`config.mk`:
```
export PLATFORM = sky130hd
export DESIGN_NAME = pulse_event_sched
export DESIGN_NICKNAME = d
export VERILOG_FILES = /design/src/rtl/pulse_pkg.sv /design/src/rtl/pulse_chan_det.sv /design/src/rtl/pulse_event_sched.sv
export SDC_FILE = /design/constraint.sdc
export NUM_CORES = 1
export LEC_CHECK = 0
export ABC_AREA = 0
export ABC_CLOCK_PERIOD_IN_PS = 2900
export CAP_MARGIN = 10
export CORE_AREA = 2 2 64 66
export DETAILED_ROUTE_END_ITERATION = 8
export DIE_AREA = 0 0 66 68
export GPL_ROUTABILITY_DRIVEN = 0
export PLACE_DENSITY = 0.75
export SLEW_MARGIN = 10
export SYNTH_ARGS = -nofsm -noshare
export SYNTH_HDL_FRONTEND = slang
export SYNTH_SLANG_ARGS = --single-unit
```
`constraint.sdc`:
```
create_clock -name clk -period 2.9 [get_ports clk]
set_input_delay 0.435 -clock clk [delete_from_list [all_inputs] [get_ports clk]]
set_output_delay 0.435 -clock clk [all_outputs]
set_load 0.05 [all_outputs]
```
`src/rtl/pulse_pkg.sv`:
```
// ---------------------------------------------------------------------------
// pulse_pkg
// Shared definitions for the pulse-detection blocks.
//   det_state_e : state encoding of the "010" pulse detector
//   rr_index()  : wrap-around channel index used by round-robin searches
// No ports (package).
// ---------------------------------------------------------------------------
package pulse_pkg;

  // Detector states; the encodings are fixed so other pulse blocks that
  // decode raw state bits stay compatible.
  typedef enum logic [1:0] {
    IDLE   = 2'b00,
    SEEN0  = 2'b01,
    SEEN01 = 2'b10
  } det_state_e;

  // Channel visited at step 'offset' of a search that starts at 'base'.
  function automatic int rr_index(input int base, input int offset, input int n);
    return (base + offset) % n;
  endfunction

endpackage

```
`src/rtl/pulse_chan_det.sv`:
```
// ---------------------------------------------------------------------------
// pulse_chan_det
// One channel: "010" detector FSM (overlapping), saturating pending counter
// and sticky overflow flag.
// Ports:
//   clk    in   clock, posedge
//   rst_n  in   synchronous active-low reset
//   en     in   detector enable; 0 forces IDLE, counter/ovf are kept
//   din    in   sampled serial line
//   clr    in   scheduler took this channel's count this cycle
//   count  out  pending pulses since the last report
//   ovf    out  a pulse arrived while the counter was saturated
//   pulse  out  combinational strobe, closing 0 of a "010" seen this cycle
// ---------------------------------------------------------------------------
module pulse_chan_det
  import pulse_pkg::*;
#(
  parameter int CNT_W = 4
) (
  input  logic             clk,
  input  logic             rst_n,
  input  logic             en,
  input  logic             din,
  input  logic             clr,
  output logic [CNT_W-1:0] count,
  output logic             ovf,
  output logic             pulse
);

  localparam logic [CNT_W-1:0] CNT_MAX = '1;
  localparam logic [CNT_W-1:0] CNT_ONE = CNT_W'(1);

  det_state_e       state;
  det_state_e       state_nxt;
  logic [CNT_W-1:0] cnt_q;
  logic             ovf_q;

  always_ff @(posedge clk) begin
    if (!rst_n) begin
      state <= IDLE;
    end else begin
      state <= state_nxt;
    end
  end

  // After a pulse we return to SEEN0, so the closing 0 can start the next
  // pattern (0,1,0,1,0 gives two pulses).
  always_comb begin
    state_nxt = state;
    pulse     = 1'b0;
    if (!en) begin
      state_nxt = IDLE;
    end else begin
      case (state)
        IDLE:    state_nxt = din ? IDLE : SEEN0;
        SEEN0:   state_nxt = din ? SEEN01 : SEEN0;
        SEEN01: begin
          if (din) begin
            state_nxt = IDLE;
          end else begin
            state_nxt = SEEN0;
            pulse     = 1'b1;
          end
        end
        default: state_nxt = IDLE;
      endcase
    end
  end

  // A clear and a pulse in the same cycle leave a count of 1, so a pulse
  // arriving while the channel is being reported is never lost.
  always_ff @(posedge clk) begin
    if (!rst_n) begin
      cnt_q <= '0;
      ovf_q <= 1'b0;
    end else if (clr) begin
      cnt_q <= pulse ? CNT_ONE : '0;
      ovf_q <= 1'b0;
    end else if (pulse) begin
      if (cnt_q == CNT_MAX) begin
        ovf_q <= 1'b1;
      end else begin
        cnt_q <= cnt_q + CNT_ONE;
      end
    end
  end

  assign count = cnt_q;
  assign ovf   = ovf_q;

endmodule

```
`src/rtl/pulse_event_sched.sv`:
```
// ---------------------------------------------------------------------------
// pulse_event_sched
// Multi-channel "010" pulse detector sharing one valid/ready event port.
// Each channel accumulates pulses; a round-robin scheduler reports
// {channel, count, overflow} and clears the reported channel.
// Ports:
//   clk        in   clock, posedge
//   rst_n      in   synchronous active-low reset
//   data_in    in   [N_CH]   sampled serial lines
//   en_mask    in   [N_CH]   per-channel detector enable
//   evt_valid  out           output register holds an event
//   evt_ready  in            consumer accepts when evt_valid && evt_ready
//   evt_chan   out  [CH_W]   reported channel
//   evt_count  out  [CNT_W]  pulses accumulated since that channel's last report
//   evt_ovf    out           counter saturated before this report
//   pend_any   out           some channel counter is non-zero
// ---------------------------------------------------------------------------
module pulse_event_sched
  import pulse_pkg::*;
#(
  parameter  int N_CH  = 4,
  parameter  int CNT_W = 4,
  localparam int CH_W  = $clog2(N_CH)
) (
  input  logic             clk,
  input  logic             rst_n,
  input  logic [N_CH-1:0]  data_in,
  input  logic [N_CH-1:0]  en_mask,
  output logic             evt_valid,
  input  logic             evt_ready,
  output logic [CH_W-1:0]  evt_chan,
  output logic [CNT_W-1:0] evt_count,
  output logic             evt_ovf,
  output logic             pend_any
);

  logic [CNT_W-1:0] ch_count [N_CH];
  logic [N_CH-1:0]  ch_ovf;
  logic [N_CH-1:0]  ch_pulse;
  logic [N_CH-1:0]  ch_clr;
  logic [N_CH-1:0]  ch_req;

  logic [CH_W-1:0]  rr_ptr;
  logic [CH_W-1:0]  ptr_next;
  logic [CH_W-1:0]  grant;
  logic [CH_W-1:0]  idx;
  logic             found;
  logic             load;

  // Pulse strobes are not needed here; the counters already absorb them.
  // They remain on the sub-module for debug probing.
  logic             unused_pulse;

  generate
    for (genvar i = 0; i < N_CH; i++) begin : g_chan
      pulse_chan_det #(
        .CNT_W (CNT_W)
      ) u_det (
        .clk   (clk),
        .rst_n (rst_n),
        .en    (en_mask[i]),
        .din   (data_in[i]),
        .clr   (ch_clr[i]),
        .count (ch_count[i]),
        .ovf   (ch_ovf[i]),
        .pulse (ch_pulse[i])
      );
      assign ch_req[i] = |ch_count[i];
    end
  endgenerate

  assign unused_pulse = ^ch_pulse;
  assign pend_any     = |ch_req;

  // The output register can take a new event when empty or being drained.
  assign load = !evt_valid || evt_ready;

  // Round-robin search: first requesting channel visited from rr_ptr upward,
  // wrapping, so the most recently served channel has lowest priority.
  always_comb begin
    found = 1'b0;
    grant = '0;
    idx   = '0;
    for (int k = 0; k < N_CH; k++) begin
      idx = CH_W'(rr_index(int'(rr_ptr), k, N_CH));
      if (!found && ch_req[idx]) begin
        found = 1'b1;
        grant = idx;
      end
    end
  end

  // The pointer moves just past the served channel; written explicitly so a
  // non-power-of-two N_CH still wraps to 0.
  always_comb begin
    ptr_next = grant + CH_W'(1);
    if (grant == CH_W'(N_CH - 1)) begin
      ptr_next = '0;
    end
  end

  // Clear only the channel whose count is copied into the output register.
  always_comb begin
    ch_clr = '0;
    if (load && found) begin
      ch_clr[grant] = 1'b1;
    end
  end

  // Output register and round-robin pointer. Nothing changes on a stall, so
  // all evt_* outputs hold while the consumer is not ready.
  always_ff @(posedge clk) begin
    if (!rst_n) begin
      evt_valid <= 1'b0;
      evt_chan  <= '0;
      evt_count <= '0;
      evt_ovf   <= 1'b0;
      rr_ptr    <= '0;
    end else if (load) begin
      if (found) begin
        evt_valid <= 1'b1;
        evt_chan  <= grant;
        evt_count <= ch_count[grant];
        evt_ovf   <= ch_ovf[grant];
        rr_ptr    <= ptr_next;
      end else begin
        evt_valid <= 1'b0;
      end
    end
  end

endmodule

```
==> results.tsv <==
metric	value	unit
Port Buffers	19	
Sw Share	21.6	%
synthesis-to-finish area growth	15.2	%
hold_sp	g_chan[1].u_det.state[1]	
Fill cells	326	
Post-Route WL	4130	microns
final setup violating endpoints	0	
CTS resizes	0	
root buf cell	clkbuf_8	
Syn Nets	258	
Sink Count	38	
Net Switching	196	uW
first-pass detailed-route iteration total	4	
Comb pwr share	4.8	%
DPL Wire Length	3110	microns
Power Internal	713	uW
M3 GR Usage	4.77	%
postcts setup bufs	0	
Detailed Route Iter0 Violations	88	
DR vias/cell	5.54	
Post-synth EDFFs	0	
#FFs+latches synth	38	
CTS H-tree depth	2	
diodes inserted	0	
Reg-to-Reg Start	g_chan[0].u_det.count[0]	
Static Leakage	0.916	nW
DR vias	1713	
hold path cells	1	
Flop pwr share	58.1	%
Max Slew Vio Count	0	
Synthesis Warnings	0	
Worst Path Class, Setup	register to output pin	
Final Cycle Share	92.0	%
utilization after layout	62.0	%
CTS tree	done	
critical-path maximum fanout	8	
DIE HEIGHT	68	microns
outcome	complete, no violations	
clk_lat worst skew	0.29	ns
total global routing overflow	0	
Worst EP required	2.47	ns
vias in the first global route	1550	
Initial Utilization	53.9	%
R2R cell count	10	
Max Freq	375	MHz
DRC Markers	0	
register area share after synthesis	36.6	%
count of cell types in the netlist	50	
Total GRT Usage	20.6	%
synthesized area per cell	8.84	sq um
Max-Cap Viols	0	
Power Density	380	nW/um^2
nature of the critical path startpoint	register	
Synth Flop Type	dfxtp_1	
Worst-path clk slew	0.07	ns
row count	23	
register-to-register path setup slack	0.53	ns
number of CTS-inserted buffers	5	
die area	4490	sq um
initial antenna violation count	0	
clk buf depth	2	
Worst Max-Slew Pin Slew	0.589	ns
hold crit path type	register to register	
crit path time final	2.67	ns
crit end category	output pin	
largest net degree at the start of global routing	18	
RR Endpoint	g_chan[0].u_det.count[0]	
Nets	282	
Avg WL per Cell	13.4	microns
synthesized cell area	2080	sq um
M1 GR Usage	27.9	%
slew margin rel.	60.6	%
Mapped Cells	235	
Post-DRT Antenna Nets	0	
busiest grt layer	met2	
unrepaired setup endpoints after global routing	no	
hold_buf cts	0	
first-pass GRT wire length	7070	microns
fraction of layout cells with a size suffix above 1	8.11	%
asr flop ratio synth	0	%
Ports	20	
hold endpoint	g_chan[1].u_det.state[1]	
setup_tns	0	ns
core area	3860	sq um
Clock Power Share	37.1	%
skew final	0.00969	ns
maximum vdd drop	0.300	mV
final hold vios	0	
WP data arrival	2.23	ns
DIE WIDTH	66	microns
routing usage on met2	33.1	%
## final cells by class
type | count | area (sq um) | area share (%)
flip-flops and latches | 38 | 761 | 31.8
inverters | 14 | 52.6 | 2.20
multi-input cells | 176 | 1210 | 50.7
well taps | 50 | 62.6 | 2.62
clock buffers | 7 | 76.3 | 3.19
repair buffers | 24 | 228 | 9.52
## layer usage
layer	vias to the layer above	wire length [microns]
li1	895	-
met1	783	2070
met2	30	1870
met3	5	148
met4	0	44
met5	-	0
## worst max-delay path: stages, from the launching register on
cell,delay (ns)
dfxtp_1,0.34
inv_1,0.09
ha_1,0.15
nor3b_4,0.38
nand4_1,0.23
clkdlybuf4s50_1,0.75
## kinds of logic after synthesis
family	after synthesis	share of synthesized area, %
simple gates	98	25.7
compound gates	51	18.3
flops	38	36.6
buf+inv	21	5.00
fa+ha+maj	12	7.23
mux	10	5.06
xor+xnor	5	2.11
## synth_stat cells, drive strengths merged (2+ instances only)
cell	count	area [sq um]
dfxtp	38	761
a211oi	10	80.1
mux2i	9	90.1
buf	5	43.8
nor2	17	63.8
ha	12	150
nor3b	4	57.6
o221ai	4	35.0
nand4	2	12.5
xnor2	3	26.3
and3	3	18.8
nor2b	2	12.5
and4bb	2	25.0
a21boi	5	37.5
a21oi	10	53.8
clkbuf	2	7.51
o21ai	7	38.8
a41oi	4	42.6
inv	14	52.6
nand2	31	116
a22oi	3	22.5
or3b	2	20.0
nand3	19	95.1
xor2	2	17.5
nand2b	5	31.3
nor3	5	25.0
## cell usage in the layout (no fill, tap or decap), drive strengths merged, types with 2 or more instances in the layout
master and count:
nand2b 5, xnor2 3, and3 3, clkbuf 7, mux2i 9, o221ai 4, a21oi 10, ha 12
xor2 2, nor3 5, nand3 19, a41oi 4, a22oi 3, nand4 2, nand2 31, o21ai 7
a211oi 10, inv 14, or3b 2, nor2 17, clkdlybuf4s50 19, dfxtp 38, and4bb 2, nor3b 4
buf 5, a21boi 5, nor2b 2
## power groups by stage
stage | Sequential [mW] | Combinational [mW] | Clock (mW)
after floorplan | 0.541 | 0.0197 | 0
after global placement | 0.540 | 0.0436 | 0
after detailed placement | 0.540 | 0.0440 | 0
after CTS | 0.528 | 0.0442 | 0.351
after global routing | 0.528 | 0.0486 | 0.378
final | 0.528 | 0.0439 | 0.337
## registers in the layout, summed over array words and instances, names as in the netlist
| name | cells |
|---|---|
| evt_count | 4 |
| evt_valid | 1 |
| evt_ovf | 1 |
| evt_chan | 2 |
| rr_ptr | 2 |
| g_chan.u_det.state | 8 |
| g_chan.u_det.ovf | 4 |
| g_chan.u_det.count | 16 |
## per-stage QoR
stage / power [mW] / setup WS, ns / instances / area (sq um) / hold slack (ns)
final: 0.909 / 0.233 / 309 / 2390 / 0.442
after global routing: 0.955 / 0.107 / 309 / 2390 / 0.460
after CTS: 0.923 / 0.235 / 309 / 2390 / 0.446
after detailed placement: 0.584 / 0.551 / 302 / 2320 / 0.437
after global placement: 0.584 / 0.592 / 302 / 2320 / 0.429
after floorplan: 0.561 / 0.631 / 235 / 2080 / 0.412
## worst max path at each step
stage	start	endpoint	slack, ns	cells after the start
6_report	g_chan[2].u_det.count[0]	pend_any	0.23	5
2_1_floorplan	g_chan[2].u_det.count[0]	evt_chan[1]	0.63	7
5_1_grt	g_chan[2].u_det.count[0]	pend_any	0.11	5
3_3_place_gp	g_chan[1].u_det.count[0]	pend_any	0.59	5
3_5_place_dp	g_chan[1].u_det.count[0]	pend_any	0.55	5
4_1_cts	g_chan[1].u_det.count[0]	pend_any	0.23	5
Power figures use the tool's default switching activity.
